==> src/rtl/s526_ctrl_pkg.sv <==
`default_nettype none
// ============================================================================
// Module : s526_ctrl_pkg
// Brief  : Shared types and constants for the s526 step sequencer.
// Rev    : 1.0  initial release
// ============================================================================
package s526_ctrl_pkg;

    typedef enum logic [2:0] {
        ST_IDLE     = 3'd0,
        ST_INIT     = 3'd1,
        ST_WAIT_VEC = 3'd2,
        ST_APPLY    = 3'd3,
        ST_CAPTURE  = 3'd4,
        ST_DONE     = 3'd5
    } state_t;

    localparam logic [15:0] C_MISR_POLY = 16'h1021;
    localparam logic [15:0] C_MISR_SEED = 16'hFFFF;

    // Core input bit positions (G0/G1/G2)
    localparam int C_DIN_G0 = 0;
    localparam int C_DIN_G1 = 1;
    localparam int C_DIN_G2 = 2;

    // Core output bit positions
    localparam int C_DOUT_G147 = 0;
    localparam int C_DOUT_G148 = 1;
    localparam int C_DOUT_G198 = 2;
    localparam int C_DOUT_G199 = 3;
    localparam int C_DOUT_G213 = 4;
    localparam int C_DOUT_G214 = 5;

    // Flush vector: G0 high, others low
    localparam logic [2:0] C_INIT_VEC = 3'b001;

endpackage
`default_nettype wire

==> src/rtl/s526_misr.sv <==
`default_nettype none
// ============================================================================
// Module : s526_misr
// Brief  : 16-bit multiple-input signature register folding in a 6-bit word.
// Rev    : 1.0  initial release
// ============================================================================
module s526_misr #(
    parameter logic [15:0] POLY = 16'h1021,
    parameter logic [15:0] SEED = 16'hFFFF
) (
    input  logic        clk,
    input  logic        rst_n,
    input  logic        i_load,
    input  logic        i_en,
    input  logic [5:0]  i_din,
    output logic [15:0] o_sig
);

    logic [15:0] r_sig;

    always_ff @(posedge clk or negedge rst_n) begin
        if (!rst_n) begin
            r_sig <= '0;
        end else if (i_load) begin
            r_sig <= SEED;
        end else if (i_en) begin
            r_sig <= {r_sig[14:0], 1'b0} ^ (r_sig[15] ? POLY : 16'h0000) ^ {10'b0, i_din};
        end
    end

    assign o_sig = r_sig;

endmodule
`default_nettype wire

==> src/rtl/s526_seq_ctrl.sv <==
`default_nettype none
// ============================================================================
// Module : s526_seq_ctrl
// Brief  : Flushes the s526 core, steps it once per host vector and returns
//          each post-step output through a one-entry result buffer + MISR.
// Rev    : 1.0  initial release
// ============================================================================
module s526_seq_ctrl
    import s526_ctrl_pkg::*;
#(
    parameter int          CNT_W       = 16,
    parameter int          INIT_CYCLES = 4,
    parameter logic [15:0] MISR_POLY   = C_MISR_POLY,
    parameter logic [15:0] MISR_SEED   = C_MISR_SEED
) (
    input  logic             CK,
    input  logic             RN,
    input  logic             start,
    input  logic             abort,
    input  logic [CNT_W-1:0] num_steps,
    input  logic             vec_valid,
    input  logic [2:0]       vec_data,
    output logic             vec_ready,
    output logic [2:0]       dut_in,
    output logic             dut_ce,
    input  logic [5:0]       dut_out,
    output logic             res_valid,
    output logic [5:0]       res_data,
    input  logic             res_ready,
    output logic             busy,
    output logic             done,
    output logic [15:0]      signature
);

    localparam int                ICNT_W      = (INIT_CYCLES > 1) ? $clog2(INIT_CYCLES) : 1;
    localparam logic [ICNT_W-1:0] C_ICNT_LOAD = ICNT_W'((INIT_CYCLES > 0) ? (INIT_CYCLES - 1) : 0);

    state_t             r_state;
    state_t             w_next;
    logic [CNT_W-1:0]   r_rem;
    logic [ICNT_W-1:0]  r_icnt;
    logic [2:0]         r_vec;
    logic               r_res_valid;
    logic [5:0]         r_res_data;
    logic               r_busy;
    logic               r_done;

    logic               w_start;
    logic               w_load_res;
    logic               w_abort;
    logic [2:0]         w_dut_in;
    logic               w_dut_ce;
    logic               w_vec_ready;
    logic [2:0]         w_vec_in;
    logic [5:0]         w_capt;

    assign w_vec_in = {vec_data[C_DIN_G2], vec_data[C_DIN_G1], vec_data[C_DIN_G0]};
    assign w_capt   = {dut_out[C_DOUT_G214], dut_out[C_DOUT_G213], dut_out[C_DOUT_G199],
                       dut_out[C_DOUT_G198], dut_out[C_DOUT_G148], dut_out[C_DOUT_G147]};

    // abort wins over start even in IDLE; alone in IDLE it does nothing
    assign w_abort = abort && (r_state != ST_IDLE);
    assign w_start = (r_state == ST_IDLE) && start && !abort;

    always_comb begin
        w_next      = r_state;
        w_load_res  = 1'b0;
        w_dut_in    = 3'b000;
        w_dut_ce    = 1'b0;
        w_vec_ready = 1'b0;
        case (r_state)
            ST_IDLE: begin
                if (w_start) begin
                    if (num_steps == '0)
                        w_next = ST_DONE;
                    else if (INIT_CYCLES == 0)
                        w_next = ST_WAIT_VEC;
                    else
                        w_next = ST_INIT;
                end
            end
            ST_INIT: begin
                w_dut_in = C_INIT_VEC;
                w_dut_ce = 1'b1;
                if (r_icnt == '0)
                    w_next = ST_WAIT_VEC;
            end
            ST_WAIT_VEC: begin
                w_vec_ready = 1'b1;
                if (vec_valid)
                    w_next = ST_APPLY;
            end
            ST_APPLY: begin
                w_dut_in = r_vec;
                w_dut_ce = 1'b1;
                w_next   = ST_CAPTURE;
            end
            ST_CAPTURE: begin
                if (!r_res_valid || res_ready) begin
                    w_load_res = 1'b1;
                    w_next     = (r_rem == CNT_W'(1)) ? ST_DONE : ST_WAIT_VEC;
                end
            end
            ST_DONE: begin
                w_next = ST_IDLE;
            end
            default: begin
                w_next = ST_IDLE;
            end
        endcase
        if (w_abort) begin
            w_next     = ST_IDLE;
            w_load_res = 1'b0;
        end
    end

    always_ff @(posedge CK or negedge RN) begin
        if (!RN) begin
            r_state     <= ST_IDLE;
            r_rem       <= '0;
            r_icnt      <= '0;
            r_vec       <= '0;
            r_res_valid <= 1'b0;
            r_res_data  <= '0;
            r_busy      <= 1'b0;
            r_done      <= 1'b0;
        end else begin
            r_state <= w_next;
            r_busy  <= (w_next != ST_IDLE);
            r_done  <= (w_next == ST_DONE);

            if (w_start) begin
                r_rem  <= num_steps;
                r_icnt <= C_ICNT_LOAD;
            end else if (r_state == ST_INIT && r_icnt != '0) begin
                r_icnt <= r_icnt - ICNT_W'(1);
            end

            if (r_state == ST_WAIT_VEC && vec_valid)
                r_vec <= w_vec_in;

            if (w_load_res) begin
                r_res_data <= w_capt;
                r_rem      <= r_rem - CNT_W'(1);
            end

            // a drain and a reload in the same cycle keep the entry valid
            if (w_abort)
                r_res_valid <= 1'b0;
            else if (w_load_res)
                r_res_valid <= 1'b1;
            else if (r_res_valid && res_ready)
                r_res_valid <= 1'b0;
        end
    end

    s526_misr #(
        .POLY (MISR_POLY),
        .SEED (MISR_SEED)
    ) u_misr (
        .clk    (CK),
        .rst_n  (RN),
        .i_load (w_start),
        .i_en   (w_load_res),
        .i_din  (w_capt),
        .o_sig  (signature)
    );

    assign vec_ready = w_vec_ready;
    assign dut_in    = w_dut_in;
    assign dut_ce    = w_dut_ce;
    assign res_valid = r_res_valid;
    assign res_data  = r_res_data;
    assign busy      = r_busy;
    assign done      = r_done;

endmodule
`default_nettype wire

==> config.mk <==
export PLATFORM = sky130hd
export DESIGN_NAME = s526_seq_ctrl
export DESIGN_NICKNAME = d
export VERILOG_FILES = /design/src/rtl/s526_ctrl_pkg.sv /design/src/rtl/s526_misr.sv /design/src/rtl/s526_seq_ctrl.sv
export SDC_FILE = /design/constraint.sdc
export NUM_CORES = 1
export LEC_CHECK = 0
export BUFFER_PORTS_ARGS = -buffer_cell sky130_fd_sc_hd__buf_2
export CAP_MARGIN = 0
export CORE_UTILIZATION = 35
export DETAILED_ROUTE_END_ITERATION = 7
export GPL_TIMING_DRIVEN = 0
export PLACE_DENSITY_LB_ADDON = 0.12
export SYNTH_ARGS = -nofsm -noshare
export SYNTH_HDL_FRONTEND = slang
export SYNTH_SLANG_ARGS = --single-unit
==> constraint.sdc <==
create_clock -name CK -period 1.95 [get_ports CK]
set_input_delay 0.39 -clock CK [delete_from_list [all_inputs] [get_ports CK]]
set_output_delay 0.39 -clock CK [all_outputs]
set_load 0.005 [all_outputs]
## After elaboration in Yosys (flattened, before gate mapping)

Cells that the tools add are included.

| storage, ports and cells | value |
|---|---|
| bits of input ports | 31 |
| output and inout bits | 30 |
| register bits | 49 |
| logic and storage cells | 62 |

| operators by class | value |
|---|---|
| eq/ne operators | 6 |
| add/sub/neg operators | 2 |
| multiplexer cells | 24 |
| bitwise logic cells | 2 |
| reductions and logical operators | 19 |

Operators by type and width:

| operator | count |
|---|---|
| 2-to-1 mux 16 bit | 4 |
| 2-to-1 mux 3 bit | 7 |
| == test 16 x 1 -> 1 bit (second input constant) | 1 |
| zero test 16 bit | 1 |
| subtractor 16 x 1 -> 16 bit (second input constant) | 1 |
| bitwise XOR 16 bit | 1 |
| bitwise XOR 16 x 6 -> 16 bit | 1 |
| one-hot mux 3 bit (5 select lines) | 1 |
| 2-to-1 mux 13 bit | 1 |
| nonzero test 3 bit | 3 |
| 2-to-1 mux 1 bit | 8 |
| == test 3 x 2 -> 1 bit (second input constant) | 2 |
| == test 3 bit (second input constant) | 2 |
| logical AND 1 bit | 6 |
| one-hot mux 3 bit (2 select lines) | 1 |
| nonzero test 2 bit | 3 |
| 2-to-1 mux 2 bit | 2 |
| == test 3 x 1 -> 1 bit (second input constant) | 1 |
| zero test 3 bit | 1 |
| zero test 1 bit | 2 |
| zero test 2 bit | 1 |
| OR reduction 2 bit | 1 |
| subtractor 2 x 1 -> 2 bit (second input constant) | 1 |
| logical OR 1 bit | 1 |

## Depth between registers and ports, before layout

Gate-level depths: netlist of run 1.

| depth | value |
|---|---|
| depth after elaboration | 7 |
| gate-level depth with buffers | 6 |
| depth with buffers taken out | 6 |

## Hierarchy

Synthesis of run 1 repeated with hierarchy kept, for this count alone.

| second synthesis, totals | value |
|---|---|
| cell total of the unflattened synthesis | 260 |
| area total of the unflattened synthesis | 2591.2 um2 |

Modules (own cells, without submodules):

| module | area each (um2) | sequential area each (um2) | cells each | instances |
|---|---|---|---|---|
| s526_seq_ctrl | 1850.5 | 825.8 | 200 | 1 |
| s526_misr | 740.7 | 400.4 | 60 | 1 |

## Worst setup path after synthesis of run 1

No wires, ideal clock.

| timing | value |
|---|---|
| kind | register to register |
| from | reg r_rem[6] |
| to | reg r_rem[15] |
| buffers on the path | 0 |
| required time | 1.881 ns |
| path slack | 0.311 ns |
| clock period less this slack | 1.639 ns |
| cell stages (with the launch flop) | 5 |
| arrival time | 1.570 ns |
| library setup time | 0.069 ns |
| path through | dfrtp_1 nor4_2 nand3b_1 or4_1 nand3_1 |

| between the ends | value |
|---|---|
| word-level cells in the longest chain between the ends | 2 |

Ends and longest elaborated chain:

| what | RTL line | text |
|---|---|---|
| start, declared | s526_seq_ctrl.sv:40 | `logic [CNT_W-1:0] r_rem;` |
| start signal, assigned | s526_seq_ctrl.sv:133 | `r_rem <= num_steps;` |
| start signal, assigned | s526_seq_ctrl.sv:144 | `r_rem <= r_rem - CNT_W'(1);` |
| subtractor 16 x 1 -> 16 bit | s526_seq_ctrl.sv:144 |  |
| 2-to-1 mux 16 bit | s526_seq_ctrl.sv:142 | `if (w_load_res) begin` |

Every way passes these cells.
A chain may end at the register's enable or synchronous reset.

## Final worst setup path of run 1

| timing | value |
|---|---|
| from | reg r_state[2] |
| to | out dut_in[2] |

| between the ends | value |
|---|---|
| word-level cells in the longest chain between the ends | 2 |
| elaborated cells between the ends (all ways) | 3 |
| those cells by class | eq/ne: 2; mux: 1 |

Ends and longest elaborated chain:

| what | RTL line | text |
|---|---|---|
| start, declared | s526_seq_ctrl.sv:38 | `state_t r_state;` |
| start signal, assigned | s526_seq_ctrl.sv:128 | `r_state <= w_next;` |
| == test 3 x 2 -> 1 bit or == test 3 x 1 -> 1 bit (tied branches) | s526_seq_ctrl.sv:71 | `case (r_state)` |
| one-hot mux 3 bit (2 select lines) (*) | s526_seq_ctrl.sv:71 |  |
| end, declared | s526_seq_ctrl.sv:24 | `output logic [2:0] dut_in,` |

Every way passes the cells marked *; elsewhere a longest branch is shown, timed or not.

==> results of run 1 <==
[repair_timing]
action,in CTS,in global routing
buffers inserted,2,0
hold endpoints to repair,0,0
endpoints found under the setup margin,12,10
resized for setup,4,10
pin swaps,1,0
[cell usage after synthesis (3+ instances only)]
master	n
or3_1	5
nand4_1	3
o311ai_0	5
clkbuf_1	8
nor3_1	4
dfrtp_1	49
and2_1	4
nand3_1	19
a21oi_1	5
buf_2	5
inv_1	10
o211ai_1	13
nor4_1	6
nand2b_1	3
xnor2_1	8
nand2_1	57
ha_1	3
nor2_1	13
[cell usage in the layout, fill, tap and decap left out, drive strengths merged, types with 7 or more instances in the layout]
| cell | count |
|---|---|
| o211ai | 13 |
| clkbuf | 15 |
| nor2 | 13 |
| inv | 11 |
| buf | 66 |
| nand2 | 57 |
| dfrtp | 49 |
| xnor2 | 8 |
| nor4 | 7 |
| nand3 | 19 |
[worst register-to-register path, stage by stage (launching register included)]
cell and delay, ns:
dfrtp_1 0.42, nor4b_4 0.51, nand4_4 0.25, or3_1 0.36, a211oi_1 0.21
[area by class of cell]
cell class,count,area [um^2]
Clock inverter,2,17.5
Tap cell,96,120
Inverter,10,37.5
Buffer,13,65.1
Timing Repair Buffer,62,315
Clock buffer,6,82.6
Multi-Input combinational cell,194,1220
Fill cell,693,3750
Sequential cell,49,1230
[worst paths after layout]
path	slack, ns	cells after the start	end	start
worst max-delay path	0.08	4	dut_in[2]	r_state[2]
worst max register to register	0.13	4	r_rem[12]	r_state[0]
worst min-delay path	0.29	1	r_rem[2]	RN
max in group asynchronous	0.97	1	r_rem[9]	RN
min in group CK	0.29	3	res_data[5]	dut_out[5]
worst min register to register	0.48	2	res_data[4]	res_data[4]
[state kept, by name, summed over array words and instances (netlist names)]
register,flops
busy,1
done,1
r_icnt,2
r_rem,16
r_state,3
r_vec,3
res_data,6
res_valid,1
u_misr.o_sig,16
[layer usage]
metal  routed length [um]  share of wire  up-vias
met5                    0              0        -
met4                   76          0.012        0
met3                  244          0.038        6
met2                 2980           0.47       51
met1                 3040           0.48     1054
li1                     -              -     1093
[metrics by stage]
stage               std cells  cell area (um^2)  hold slack, ns  power (mW)
floorplan                 266              2500          0.0944        2.58
global placement          422              2920           0.455        3.04
detailed placement        422              2920           0.458        3.08
CTS                       432              3050           0.284        3.77
global route              432              3080           0.301        4.07
finish                    432              3080           0.290        3.79
[power by group]
part	switching (mW)	internal, mW
Clock	0.372	0.295
Combinational	0.709	0.654
Sequential	0.358	1.40
Total	1.44	2.35
[cells by family (layout without fill, tap and decap cells)]
| kind of cell | after synthesis | in the layout | share of synthesized area |
|---|---|---|---|
| DFF | 49 | 49 | 0.490 |
| xor gates and xnor gates | 9 | 9 | 0.0315 |
| buffers and inverters | 23 | 93 | 0.0370 |
| muxes | 2 | 2 | 0.00900 |
| and+or+nand+nor | 132 | 132 | 0.271 |
| adders and majority gates | 3 | 3 | 0.0150 |
| AOI/OAI and AO/OA | 48 | 48 | 0.146 |
==> summary.txt, run 1 <==
Finish
  • Area grow syn2layout: 23.2%
  • Final core occ: 0.451
  • Final #Nets: around 370
  • Share of layout cells above drive strength 1: 0.280
  • Inserted Diodes: 0

Die
  • Starting Density: 0.366
  • Core ar.: 6830 um^2
  • Ports: 61
  • DIE WIDTH: ~87 um
  • Chip Height: roughly 87 um
  • DIE AREA: approximately 7500 um^2
  • Core Rows: 30

Logic synthesis
  • Synth Net Count: 300
  • EDFF count, synth: 0
  • Synthesized area per cell: around 9.4 um^2
  • Mapped Cells: approximately 270
  • Yosys top cell by area: dfrtp_1
  • Post-synthesis async set-or-reset flop share: 1.00
  • Synth Cell Area: about 2500 um^2
  • Synthesis Warnings: 0
  • Yosys top cell area share: 0.490
  • Register area share after synthesis: 0.490
  • Synth area leaders: dfrtp_1 (49%), nand2_1 (8.5%), o211ai_1 (3.9%)
  • Number of synthesized register bits: approximately 50
  • Post-synthesis cell type count: 51
  • Ys flop type: dfrtp_1

Timing
  • Max Slew Vio Count: 0
  • Slew Limit Headroom: 0.247
  • Slew at the pin with the worst max-slew slack: ~1.1 ns
  • Hold Fails Final Rpt: 0
  • # setup viols final: 0
  • FMAX: between 0.5 and 0.6 GHz
  • Final period utilization: 0.958
  • Clk_skew: slightly above 0.009 ns
  • RSZ-0062 raised after global routing: yes
  • TNS Setup: 0 ns
  • Final worst slack: 0.0815 ns
  • Final worst path period need: ~1.9 ns

Global routing
  • Initial antenna violation count: 0
  • Met2 Resource Use GR: 0.290
  • Met1 usage: 0.252
  • Wire length of the first global-routing pass: 10.5 mm
  • Vias in the first global route: approximately 2200
  • Grt ovf: 0
  • Tot GR Track Use: 0.182
  • GRT Max-Usage Layer: met2
  • Largest net degree at the start of global routing: 50
  • GR Layer Usage met3: 0.0352

Flow run
  • Max-cap violation count: 0

Clock tree
  • TritonCTS clock tree: built
  • Root Driver: clkbuf_8
  • Clock Sinks: slightly below 50
  • Clk slew on worst S/H paths: approximately 0.1 ns
  • Total CTS buffers: 5
  • H-tree depth: 2
  • # hold bufs at CTS: 0
  • Clk_lat worst skew: 0.31 ns
  • Maximum clock insertion buffer count: 2

Routing
  • Vias: around 2200
  • Routed vias/inst: about 5.1
  • Drt pass-1 iters: 4
  • Final ANT Viol Nets: 0
  • DR iter-0 viols: 96
  • Total detailed-routing wirelength: between 6 and 7 mm
  • WL/cell: between 10 and 15 um
  • DRC: 0

Critical path
  • Crit-path cells: clkbuf_2 > and3b_1 > and2_1 > buf_2
  • Crit Path Class: reg -> out
  • Worst Path Required: approximately 1.6 ns
  • Worst Path Buf+Inv: 2
  • Critical Path Slowest Stage Cell: dfrtp_1
  • Worst setup EP type: primary output
  • Crit path DAT: around 1.5 ns
  • CP max FO: 10
  • CP startpoint kind: register
  • Max incr delay on CP: 0.42 ns
  • Delay-heaviest family, CP: flip-flops

Pwr
  • VDD IR max: 473 uV
  • P per Cell Area: 1230 nW/um^2
  • Leak: 1.40 nW

Run status
  • Outcome: completed

Placement
  • Port Buffers: 60
  • Dpl hpwl: 4.52 mm
  • Setup slack at placement: -0.187 ns
  • Gp weighted congestion: 0.787

Hold path
  • Path type of the worst min-delay path: in -> async
(Power assumes the default switching activity.)
==> inputs of run 2 (changes only) <==
CORE_UTILIZATION = 53   (was 35)
==> run 2 against run 1 <==
The run now ends with design-rule violations left; clock power increased by 7.9%; sequential power about the same; first-iteration DRC count increased by 100%; critical path depth is the same; utilization up 23 points; maximum frequency decreased by 0.62%; wire length shrank 8.8%; combinational power about the same; setup slack lost 0.012 ns; clock skew down 0.0023 ns; critical path type unchanged; critical endpoint unchanged; largest power group unchanged.
==> summary.txt, run 2 (synthesis results as in run 1) <==
Run status
  • Outcome: complete, but fails checks
  • Failing checks: design-rule violations

Timing
  • Slew Limit Headroom: 0.292
  • Clk_skew: between 0.007 and 0.008 ns
  • FMAX: around 0.53 GHz
  • Final worst path period need: approximately 1.9 ns
  • # setup viols final: 0
  • Hold Fails Final Rpt: 0
  • Final worst slack: 0.0699 ns
  • Final period utilization: 0.964
  • Max Slew Vio Count: 0
  • Slew at the pin with the worst max-slew slack: 1.06 ns

Routing
  • Total detailed-routing wirelength: 5.78 mm
  • Routed vias/inst: 5.77
  • Drt pass-1 iters: 6
  • WL/cell: around 15 um
  • Vias: 2240
  • Final ANT Viol Nets: 0
  • DRC: 2
  • DR iter-0 viols: 192

Global routing
  • Wire length of the first global-routing pass: about 9.5 mm
  • Grt ovf: 0
  • Vias in the first global route: ~2100
  • Tot GR Track Use: 0.243
  • Initial antenna violation count: 0
  • Largest net degree at the start of global routing: 50

Placement
  • Gp weighted congestion: a little under 0.9
  • Port Buffers: 60
  • Dpl hpwl: 4.09 mm
  • Setup slack at placement: -0.113 ns

Clock tree
  • # hold bufs at CTS: 0
  • TritonCTS clock tree: built
  • Clk slew on worst S/H paths: 0.09 ns
  • Clk_lat worst skew: 0.30 ns
  • Maximum clock insertion buffer count: 2
  • Clock Sinks: 49
  • Total CTS buffers: 5
  • H-tree depth: 2
  • Root Driver: clkbuf_8

Flow run
  • Max-cap violation count: 0

Pwr
  • Internal Pwr Total: roughly 2.4 mW
  • Register share of total power: 0.456
  • Part of the power in the clock network: 0.189
  • Net switching power figure: roughly 1.4 mW
  • VDD IR max: approximately 760 uV
  • Switching Share: 0.364
  • P per Cell Area: around 1300 nW/um^2
  • Power, Total: 3.82 mW
  • Leak: 1.40 nW
  • Comb power frac: 0.355

Critical path
  • Critical Path Slowest Stage Cell: dfrtp_1
  • FF-to-FF setup slack: 0.13 ns
  • Crit Path Class: reg -> out
  • Crit-path cells: clkbuf_2 > and3b_1 > and2_1 > buf_2
  • Max incr delay on CP: 0.43 ns
  • Delay-heaviest family, CP: flip-flops
  • CP startpoint kind: register
  • FF-to-FF Start: r_rem[2]
  • Crit path DAT: 1.49 ns
  • CP max FO: 10
  • Worst setup EP type: primary output
  • Worst Path Required: 1.56 ns
  • Crit. Startpoint: r_state[2]
  • Worst Path Buf+Inv: 2

Die
  • DIE WIDTH: around 71 um
  • Ports: around 60
  • DIE AREA: 5000 um^2
  • Chip Height: 70.7 um
  • Core ar.: around 4400 um^2
  • Core Rows: 24
  • Starting Density: 0.563

Finish
  • Area grow syn2layout: 21.0%
  • Inserted Diodes: 0
  • Commonest non-fill, non-tap cell in the layout: buf_2
  • Most frequent cells in the layout: buf_2 (66), nand2_1 (56), dfrtp_1 (49)
  • Final #Nets: ~370
  • Share of layout cells above drive strength 1: 0.274

Hold path
  • Path type of the worst min-delay path: in -> async
[run 2: cell type report]
class	instances	area (um^2)
buffer	13	60.1
clock buffer	6	72.6
clock inverter	2	38.8
fill	375	1420
inverter	10	37.5
multi-input combinational	194	1210
sequential	49	1230
tap	52	65.1
timing repair buffer	62	315
[run 2: per-stage QoR]
step | util | std cells | hold WS (ns) | area, um^2 | setup TNS (ns)
after global placement | 0.645 | 378 | 0.456 | 2870 | -0.290
after CTS | 0.671 | 386 | 0.291 | 2980 | 0
after floorplan | - | 266 | 0.0944 | 2500 | 0
final | 0.681 | 388 | 0.279 | 3030 | 0
after detailed placement | 0.645 | 378 | 0.458 | 2870 | -0.344
after global routing | 0.681 | 388 | 0.301 | 3030 | -0.00600
[run 2: power by group through the flow]
stage | registers (mW) | clock network, mW | logic, mW
2_1_floorplan | 1.69 | 0 | 0.888
3_3_place_gp | 1.73 | 0 | 1.28
3_5_place_dp | 1.73 | 0 | 1.33
4_1_cts | 1.72 | 0.736 | 1.34
5_1_grt | 1.80 | 0.776 | 1.53
6_report | 1.74 | 0.721 | 1.36
[run 2: final timing paths]
check / endpoint / depth (start not counted)
worst max-delay path: dut_in[2] / 4
worst min-delay path: busy / 1
worst max register to register: r_rem[12] / 4
worst min register to register: res_data[2] / 2
max in group asynchronous: res_data[3] / 1
min in group CK: r_vec[0] / 3
[run 2: what timing repair did]
action,in CTS,in global routing
pin swaps,0,1
cloned,0,0
setup endpoints to repair,8,12
setup buffers,0,2
gates resized for setup,4,6
[run 2: metal layers]
| metal | share of wire | wire length (um) | global-route usage |
|---|---|---|---|
| met1 | 0.46 | 2630 | 0.321 |
| met2 | 0.48 | 2800 | 0.396 |
| met3 | 0.047 | 270 | 0.0513 |
| met4 | 0.013 | 78 | 0.0911 |
| met5 | 0 | 0 | 0 |
[run 2: worst register-to-register path, stage by stage, from the launching register on]
cell	delay [ns]
dfrtp_1	0.45
nor3_1	0.48
nand4_4	0.25
or3_1	0.36
a211oi_1	0.19
